[config.mk]
export PLATFORM = sky130hd
export DESIGN_NAME = uart_receiver_bit_sampler
export DESIGN_NICKNAME = d
export VERILOG_FILES = /design/src/rtl/uart_pkg.sv /design/src/rtl/uart_rx_baud_tick.sv /design/src/rtl/uart_receiver_bit_sampler.sv
export SDC_FILE = /design/constraint.sdc
export NUM_CORES = 1
export LEC_CHECK = 0
export CORE_MARGIN = 2
export CORE_UTILIZATION = 54
export DETAILED_ROUTE_END_ITERATION = 12
export PLACE_DENSITY = 0.77
export REMOVE_ABC_BUFFERS = 1
export SYNTH_ARGS = -nofsm -noshare
export SYNTH_HDL_FRONTEND = slang
export SYNTH_SLANG_ARGS = --single-unit
[constraint.sdc]
create_clock -name clk_i -period 2.1 [get_ports clk_i]
set_clock_uncertainty 0.05 [all_clocks]
set_input_delay 0.42 -clock clk_i [delete_from_list [all_inputs] [get_ports clk_i]]
set_output_delay 0.42 -clock clk_i [all_outputs]
set_load 0.02 [all_outputs]
[src/rtl/uart_pkg.sv]
// Shared types and constants for the UART receive bit sampler.
// The PARITY state is only reachable when UART_RX_PARITY_EN is defined.
package uart_pkg;

    localparam int UART_OVERSAMPLE = 16;
    localparam int UART_HALF_BIT   = 8;
    localparam int UART_DATA_BITS  = 8;

    typedef enum logic [2:0] {
        ST_IDLE,
        ST_START,
        ST_DATA,
        ST_PARITY,
        ST_STOP
    } uart_rx_state_t;

endpackage

[src/rtl/uart_rx_baud_tick.sv]
// Oversample tick generator: one tick every BAUD_DIV clocks, with a sync clear
// so the tick phase can be realigned to a detected falling edge.
module uart_rx_baud_tick #(
    parameter int BAUD_DIV = 27
) (
    input  logic clk_i,
    input  logic rst_i,
    input  logic clr_i,
    output logic tick_o
);

    localparam int CW = (BAUD_DIV > 2) ? $clog2(BAUD_DIV) : 1;
    localparam logic [CW-1:0] LAST = CW'(BAUD_DIV - 1);

    logic [CW-1:0] count_q;

    always_ff @(posedge clk_i) begin
        if (rst_i || clr_i) begin
            count_q <= '0;
        end else if (count_q == LAST) begin
            count_q <= '0;
        end else begin
            count_q <= count_q + 1'b1;
        end
    end

    assign tick_o = (count_q == LAST);

endmodule

[src/rtl/uart_receiver_bit_sampler.sv]
// UART receive bit sampler: synchroniser, start detect, 16x oversampling, LSB-first shift.
// Define UART_RX_PARITY_EN to add an even-parity bit between data and stop.
import uart_pkg::*;

module uart_receiver_bit_sampler #(
    parameter int BAUD_DIV = 27
) (
    input  logic       clk_i,
    input  logic       rst_i,
    input  logic       rx_i,
    output logic [7:0] shift_reg_data,
    output logic       load_data_out,
    output logic       frame_err_o,
    output logic       parity_err_o,
    output logic       busy_o
);

    localparam logic [3:0] HALF_LAST = 4'(UART_HALF_BIT - 1);
    localparam logic [3:0] BIT_LAST  = 4'(UART_OVERSAMPLE - 1);
    localparam logic [2:0] DATA_LAST = 3'(UART_DATA_BITS - 1);

    uart_rx_state_t state_q;
    logic [1:0]     rxSync_q;
    logic           rx_s;
    logic           armed_q;
    logic [3:0]     tickCnt_q;
    logic [2:0]     bitCnt_q;
    logic [7:0]     shiftReg_q;
    logic [7:0]     shift_d;
    logic           load_q;
    logic           frameErr_q;
    logic           tick;
    logic           startDetect;

    always_ff @(posedge clk_i) begin
        if (rst_i) begin
            rxSync_q <= 2'b00;
        end else begin
            rxSync_q <= {rxSync_q[0], rx_i};
        end
    end

    assign rx_s        = rxSync_q[1];
    assign startDetect = (state_q == ST_IDLE) && armed_q && !rx_s;
    assign shift_d     = {rx_s, shiftReg_q[7:1]};

    uart_rx_baud_tick #(
        .BAUD_DIV(BAUD_DIV)
    ) u_tick (
        .clk_i (clk_i),
        .rst_i (rst_i),
        .clr_i (startDetect),
        .tick_o(tick)
    );

`ifdef UART_RX_PARITY_EN
    logic parity_q;
    logic parityErr_q;
    logic parityBad;

    assign parityBad    = (^shiftReg_q) ^ parity_q;
    assign parity_err_o = parityErr_q;
`else
    assign parity_err_o = 1'b0;
`endif

    // Bit-timing FSM; tickCnt_q counts oversample ticks within the current bit.
    always_ff @(posedge clk_i) begin
        if (rst_i) begin
            state_q    <= ST_IDLE;
            armed_q    <= 1'b0;
            tickCnt_q  <= '0;
            bitCnt_q   <= '0;
            shiftReg_q <= '0;
            load_q     <= 1'b0;
            frameErr_q <= 1'b0;
`ifdef UART_RX_PARITY_EN
            parity_q    <= 1'b0;
            parityErr_q <= 1'b0;
`endif
        end else begin
            load_q     <= 1'b0;
            frameErr_q <= 1'b0;
`ifdef UART_RX_PARITY_EN
            parityErr_q <= 1'b0;
`endif
            case (state_q)
                ST_IDLE: begin
                    if (rx_s) begin
                        armed_q <= 1'b1;
                    end else if (armed_q) begin
                        armed_q   <= 1'b0;
                        tickCnt_q <= '0;
                        state_q   <= ST_START;
                    end
                end
                ST_START: begin
                    if (tick) begin
                        if (tickCnt_q == HALF_LAST) begin
                            tickCnt_q <= '0;
                            bitCnt_q  <= '0;
                            state_q   <= rx_s ? ST_IDLE : ST_DATA;
                        end else begin
                            tickCnt_q <= tickCnt_q + 1'b1;
                        end
                    end
                end
                ST_DATA: begin
                    if (tick) begin
                        if (tickCnt_q == BIT_LAST) begin
                            tickCnt_q  <= '0;
                            shiftReg_q <= shift_d;
                            bitCnt_q   <= bitCnt_q + 1'b1;
                            if (bitCnt_q == DATA_LAST) begin
`ifdef UART_RX_PARITY_EN
                                state_q <= ST_PARITY;
`else
                                state_q <= ST_STOP;
`endif
                            end
                        end else begin
                            tickCnt_q <= tickCnt_q + 1'b1;
                        end
                    end
                end
`ifdef UART_RX_PARITY_EN
                ST_PARITY: begin
                    if (tick) begin
                        if (tickCnt_q == BIT_LAST) begin
                            tickCnt_q <= '0;
                            parity_q  <= rx_s;
                            state_q   <= ST_STOP;
                        end else begin
                            tickCnt_q <= tickCnt_q + 1'b1;
                        end
                    end
                end
`endif
                ST_STOP: begin
                    if (tick) begin
                        if (tickCnt_q == BIT_LAST) begin
                            tickCnt_q  <= '0;
                            frameErr_q <= !rx_s;
`ifdef UART_RX_PARITY_EN
                            load_q      <= rx_s && !parityBad;
                            parityErr_q <= parityBad;
`else
                            load_q      <= rx_s;
`endif
                            state_q    <= ST_IDLE;
                        end else begin
                            tickCnt_q <= tickCnt_q + 1'b1;
                        end
                    end
                end
                default: state_q <= ST_IDLE;
            endcase
        end
    end

    assign shift_reg_data = shiftReg_q;
    assign load_data_out  = load_q;
    assign frame_err_o    = frameErr_q;
    assign busy_o         = (state_q != ST_IDLE);

endmodule
# == Yosys cells after proc, flatten, opt, wreduce, memory -nomap -nowiden ==
# Index checks and enable logic that the tools add are counted.
# totals
regBits,28
word_cells,71
mem_bits_ro,0
mem_count,0
latchBits,0
out_inout_bits,12
ramBits,0
inputBits,3
# op_classes
n_addsub,3
mux,24
n_shift,0
div_mod_pow,0
bitwise,3
n_reduce_logical,15
mul,0
eq_ne,17
order_cmp,0
# op_table
cell,count
$mux W3,13
$mux W4,6
$ne A2 B2 Y1 const B,9
$pmux W3 S4,1
$pmux W4 S3,1
$reduce_and A5 Y1,2
$reduce_and A9 Y1,1
$eq A3 B3 Y1 const B,2
$pmux W3 S2,1
$reduce_bool A3 Y1,2
$add A5 B1 Y5 const B,1
$eq A5 B5 Y1 const B,1
$add A4 B1 Y4 const B,1
$eq A4 B3 Y1 const B,1
$eq A4 B4 Y1 const B,1
$reduce_or A2 Y1,2
$reduce_or A4 Y1,1
$add A3 B1 Y3 const B,1
$eq A3 B1 Y1 const B,1
$eq A3 B2 Y1 const B,1
$logic_not A3 Y1,1
$not A1 Y1,3
$reduce_and A3 Y1,1
$logic_and A1 B1 Y1,2
other kinds (6),6

# == Depth between registers and ports, before layout ==
# logic_depth
ltp_word,5
ltp_mapped,6
mapped_depth_nobuf,6

# == Modules after synthesis ==
# A second synthesis with hierarchy kept.
# hier_totals
hier_cells,142
area_unflattened_um2,1393.8
# by_module_without_submodules
module,instances,area_per_inst_um2,seq_area_each_um2,cells_per_inst
uart_receiver_bit_sampler,1,1188.6,460.4,122
uart_rx_baud_tick,1,205.2,100.1,20

# == Least setup slack after synthesis ==
# No wires, ideal clock.
# synth_timing
kind,reg2reg
startpoint,register u_tick.count_q[0]
endpoint,register state_q[0]
arrival_time_ps,1701
path_stages_with_launch,7
period_less_slack_ps,1874
slack_ps,226
cell_sequence,dfxtp_1 inv_1 ha_1 and4b_1 a2111oi_0 a211oi_2 mux2_1
# synth_via
elab_chain_cells,3
word_cells_on_any_way,5
classes_between,eq/ne: 4; reduce/logical: 1
# synth_rtl
item,line,source
"start, declared",uart_rx_baud_tick.sv:15,logic [CW-1:0] count_q;
"start signal, assigned",uart_rx_baud_tick.sv:23,count_q <= count_q + 1'b1;
$eq A5 B5 Y1 (*),uart_rx_baud_tick.sv:27,assign tick_o = (count_q == LAST);
$ne A2 B2 Y1 (no source line),n/a,
$reduce_and A9 Y1 (no source line) (*),n/a,
"end signal, assigned",uart_receiver_bit_sampler.sv:102,state_q <= rx_s ? ST_IDLE : ST_DATA;
"end, declared",uart_receiver_bit_sampler.sv:22,uart_rx_state_t state_q;
# Mark *: on every way between the ends. The rest lies on a longest branch, timed or not.
# A chain may end at the register's enable or synchronous reset.

# == Worst setup path in the final report ==
# Same ends and word-level chain as after synthesis.

==> results.toml <==
[clock_tree]
clockBufferDepth = 2
ctsHoldBuffers = 0
ctsRootBufferMaster = "clkbuf_4"
clock_latency_ns = 0.32
cts_tree = "built"
clock-sinks = 28
cts_buffers = 3
clk_pin_slew_ns = 0.14
h-tree-depth = 1

[timing]
worstMarginPinSlew_ns = 0.494
period_needed_ns = 1.94
setup_viol = 0
slew_headroom_pct = 66.2
hold_slack_ns = 0.408
fmax_mhz = 516
hold_viol = 0
period_share_pct = 92.3
rsz0062_at_grt = "no"
fin_ws_ns = 0.161
maxSlewViolCount = 0
finalSetupTns_ns = 0

[grt]
track_usage_pct = 19.4
grt_pass1_wl_um = 4110
first_global_vias = 926
grt_max_degree = 28
gr-total-overflow = 0
antenna_found_initial = 0

[floorplanning]
dieArea_um2 = 2920
die_h_um = 54.0
ios = 15
core-area_um2 = 2430
dieWidth_um = 54.0
fp-row-count = 18
start_util_pct = 55.6

[final_layout]
n_antenna_cell = 0
final_nets = 161
fin_util_pct = 65.4
area_growth_pct = 17.7
layout-drive-gt1-share_pct = 13.2
num-fill-cells = 197

[setup_path]
critPathRequiredTime_ns = 2.27
reg2reg_setup_slack_ns = 0.16
endpoint = "state_q[0]"
rr_startpoint = "u_tick.count_q[0]"
crit_path_end_kind = "flop"
reg2reg_to = "state_q[0]"
r2r_cells = 6
cp-startpoint = "u_tick.count_q[0]"
crit_path_max_fanout = 4
arrival_ns = 2.11
startpoint_type = "flop"
worst-setup-path-type = "reg2reg"

[route]
routed_via_density = 5.66
drc = 0
drt-pass1-iter-count = 4
via_count = 1030
routed_wl_um = 2380
drtIter0Drc = 34
final_antenna_net_count = 0
wl_per_cell_um = 13.1

[pwr]
switching_share_pct = 27.6
seqPwrFrac_pct = 55.2
p_int_uw = 761
p_per_area_nw_per_um2 = 661
pwr-share-comb_pct = 20.6
power.share.clock_pct = 24.2
leakagePower_nw = 0.629
p_switching_uw = 290
ir_worst_vdd_mv = 0.519

[yosys]
synth_warnings = 0
syn_inst = 135
synth_cell_types = 44
avgSynthCellArea_um2 = 10.0
syn_area_um2 = 1350
synth_seq_cells = 28
yosysSeqAreaShare_pct = 41.4

[place]
port-buffer-count = 13
place_congestion = 0.808
place_hpwl_um = 1720
dp_slack_ns = 0.0952

[flow_run]
maxCapViolCount = 0

[min_path]
hp-class = "reg2reg"
min_from = "rxSync_q[0]"
hold-path-cell-count = 1

[status]
status = "completed"
kinds of logic (layout without fill, tap and decap cells):
family                   after synthesis  in the layout  synth area share, %
buffers and inverters                  9             26                 3.61
XOR/XNOR                               4              4                 2.59
multiplexers                          13             13                 9.71
AND/OR/NAND/NOR                       61             61                 27.8
other                                  1              1                0.277
adder cells (fa/ha/maj)                5              5                 4.63
flip-flops                            28             28                 41.4
AO/OA/AOI/OAI                         14             14                 9.99
cells in the mapped netlist, drive strengths merged:
cell | n | area, um2
or4b | 2 | 20.0
nand3 | 7 | 35.0
a2111oi | 3 | 45.1
nand4b | 2 | 32.5
or3 | 1 | 6.26
or2 | 1 | 6.26
nand3b | 3 | 22.5
and2 | 1 | 6.26
or3b | 2 | 20.0
a211oi | 2 | 25.0
o311ai | 1 | 8.76
a41oi | 1 | 8.76
o21a | 1 | 7.51
clkbuf | 2 | 7.51
a311oi | 1 | 8.76
inv | 3 | 11.3
ha | 5 | 62.6
conb | 1 | 3.75
nand2 | 5 | 18.8
mux2 | 1 | 11.3
and4b | 1 | 10.0
nor3b | 1 | 7.51
or4 | 1 | 7.51
and3 | 1 | 6.26
a21oi | 4 | 20.0
xnor2 | 1 | 8.76
nor2b | 4 | 25.0
a2111o | 1 | 11.3
nand2b | 4 | 25.0
xor2 | 3 | 26.3
nor3 | 3 | 31.3
nand4 | 2 | 12.5
dfxtp | 28 | 561
nor2 | 18 | 67.6
mux2i | 12 | 120
or2b | 2 | 15.0
buf | 4 | 30.0
power by group through the flow:
stage	clock network (mW)	registers, mW	logic, mW
3_3_place_gp	0	0.586	0.194
6_report	0.255	0.580	0.216
4_1_cts	0.268	0.580	0.216
2_1_floorplan	0	0.587	0.132
5_1_grt	0.287	0.586	0.237
3_5_place_dp	0	0.588	0.198
worst min-delay path by stage:
stage	to	slack [ns]
floorplan	rxSync_q[1]	0.36
global placement	rxSync_q[1]	0.37
detailed placement	rxSync_q[1]	0.38
CTS	rxSync_q[1]	0.41
global route	rxSync_q[1]	0.42
finish	rxSync_q[1]	0.41
worst max-delay path, cell delays in order, from the launching register on:
cell and delay [ns]:
dfxtp_1 0.40, inv_1 0.06, ha_1 0.23, and4b_1 0.26, a2111oi_1 0.40, a211oi_2 0.12, mux2_1 0.33
flip-flops by register name, summed over array words and instances, names as in the netlist:
name and count:
shift_reg_data 8, state_q 3, tickCnt_q 4, rxSync_q 2
bitCnt_q 3, armed_q 1, load_data_out 1, u_tick.count_q 5
frame_err_o 1
layout by cell type (no fill, tap or decap), drive strengths merged, types with 2 or more instances in the layout:
| master | n |
|---|---|
| mux2i | 12 |
| nand3 | 7 |
| inv | 3 |
| a21oi | 4 |
| clkdlybuf4s50 | 12 |
| or3b | 2 |
| or4b | 2 |
| nor2b | 4 |
| clkbuf | 4 |
| nand4 | 2 |
| or2b | 2 |
| xor2 | 3 |
| nand4b | 2 |
| buf | 6 |
| ha | 5 |
| nor2 | 18 |
| nor3 | 3 |
| nand2b | 4 |
| dfxtp | 28 |
| nand3b | 3 |
| a2111oi | 3 |
| nand2 | 5 |
| a211oi | 2 |
routing by layer:
metal / track usage, % / up-vias / part of all wire (%)
met5: 0 / - / 0
met4: 7.50 / 0 / 0.63
met3: 3.33 / 2 / 3.9
met2: 31.9 / 18 / 48
met1: 25.3 / 494 / 47
li1: - / 516 / -
area by class of cell:
| class | instances | area (um2) | area share [%] |
|---|---|---|---|
| well taps | 30 | 37.5 | 2.36 |
| repair buffers | 19 | 190 | 11.9 |
| multi-input cells | 98 | 751 | 47.2 |
| clock buffers | 4 | 36.3 | 2.28 |
| flip-flops and latches | 28 | 566 | 35.5 |
| inverters | 3 | 11.3 | 0.708 |
per-stage QoR:
| step | power [mW] | cell area (um2) | cells |
|---|---|---|---|
| floorplan | 0.719 | 1320 | 129 |
| global placement | 0.780 | 1530 | 177 |
| detailed placement | 0.785 | 1530 | 177 |
| CTS | 1.06 | 1590 | 182 |
| global route | 1.11 | 1590 | 182 |
| finish | 1.05 | 1590 | 182 |
what timing repair did:
item / 4_1_cts / 5_1_grt
setup buffers: 1 / 0
setup endpoints to repair: 1 / 2
resized for setup: 3 / 3
pin swaps: 1 / 0
Power figures use the tool's default switching activity.
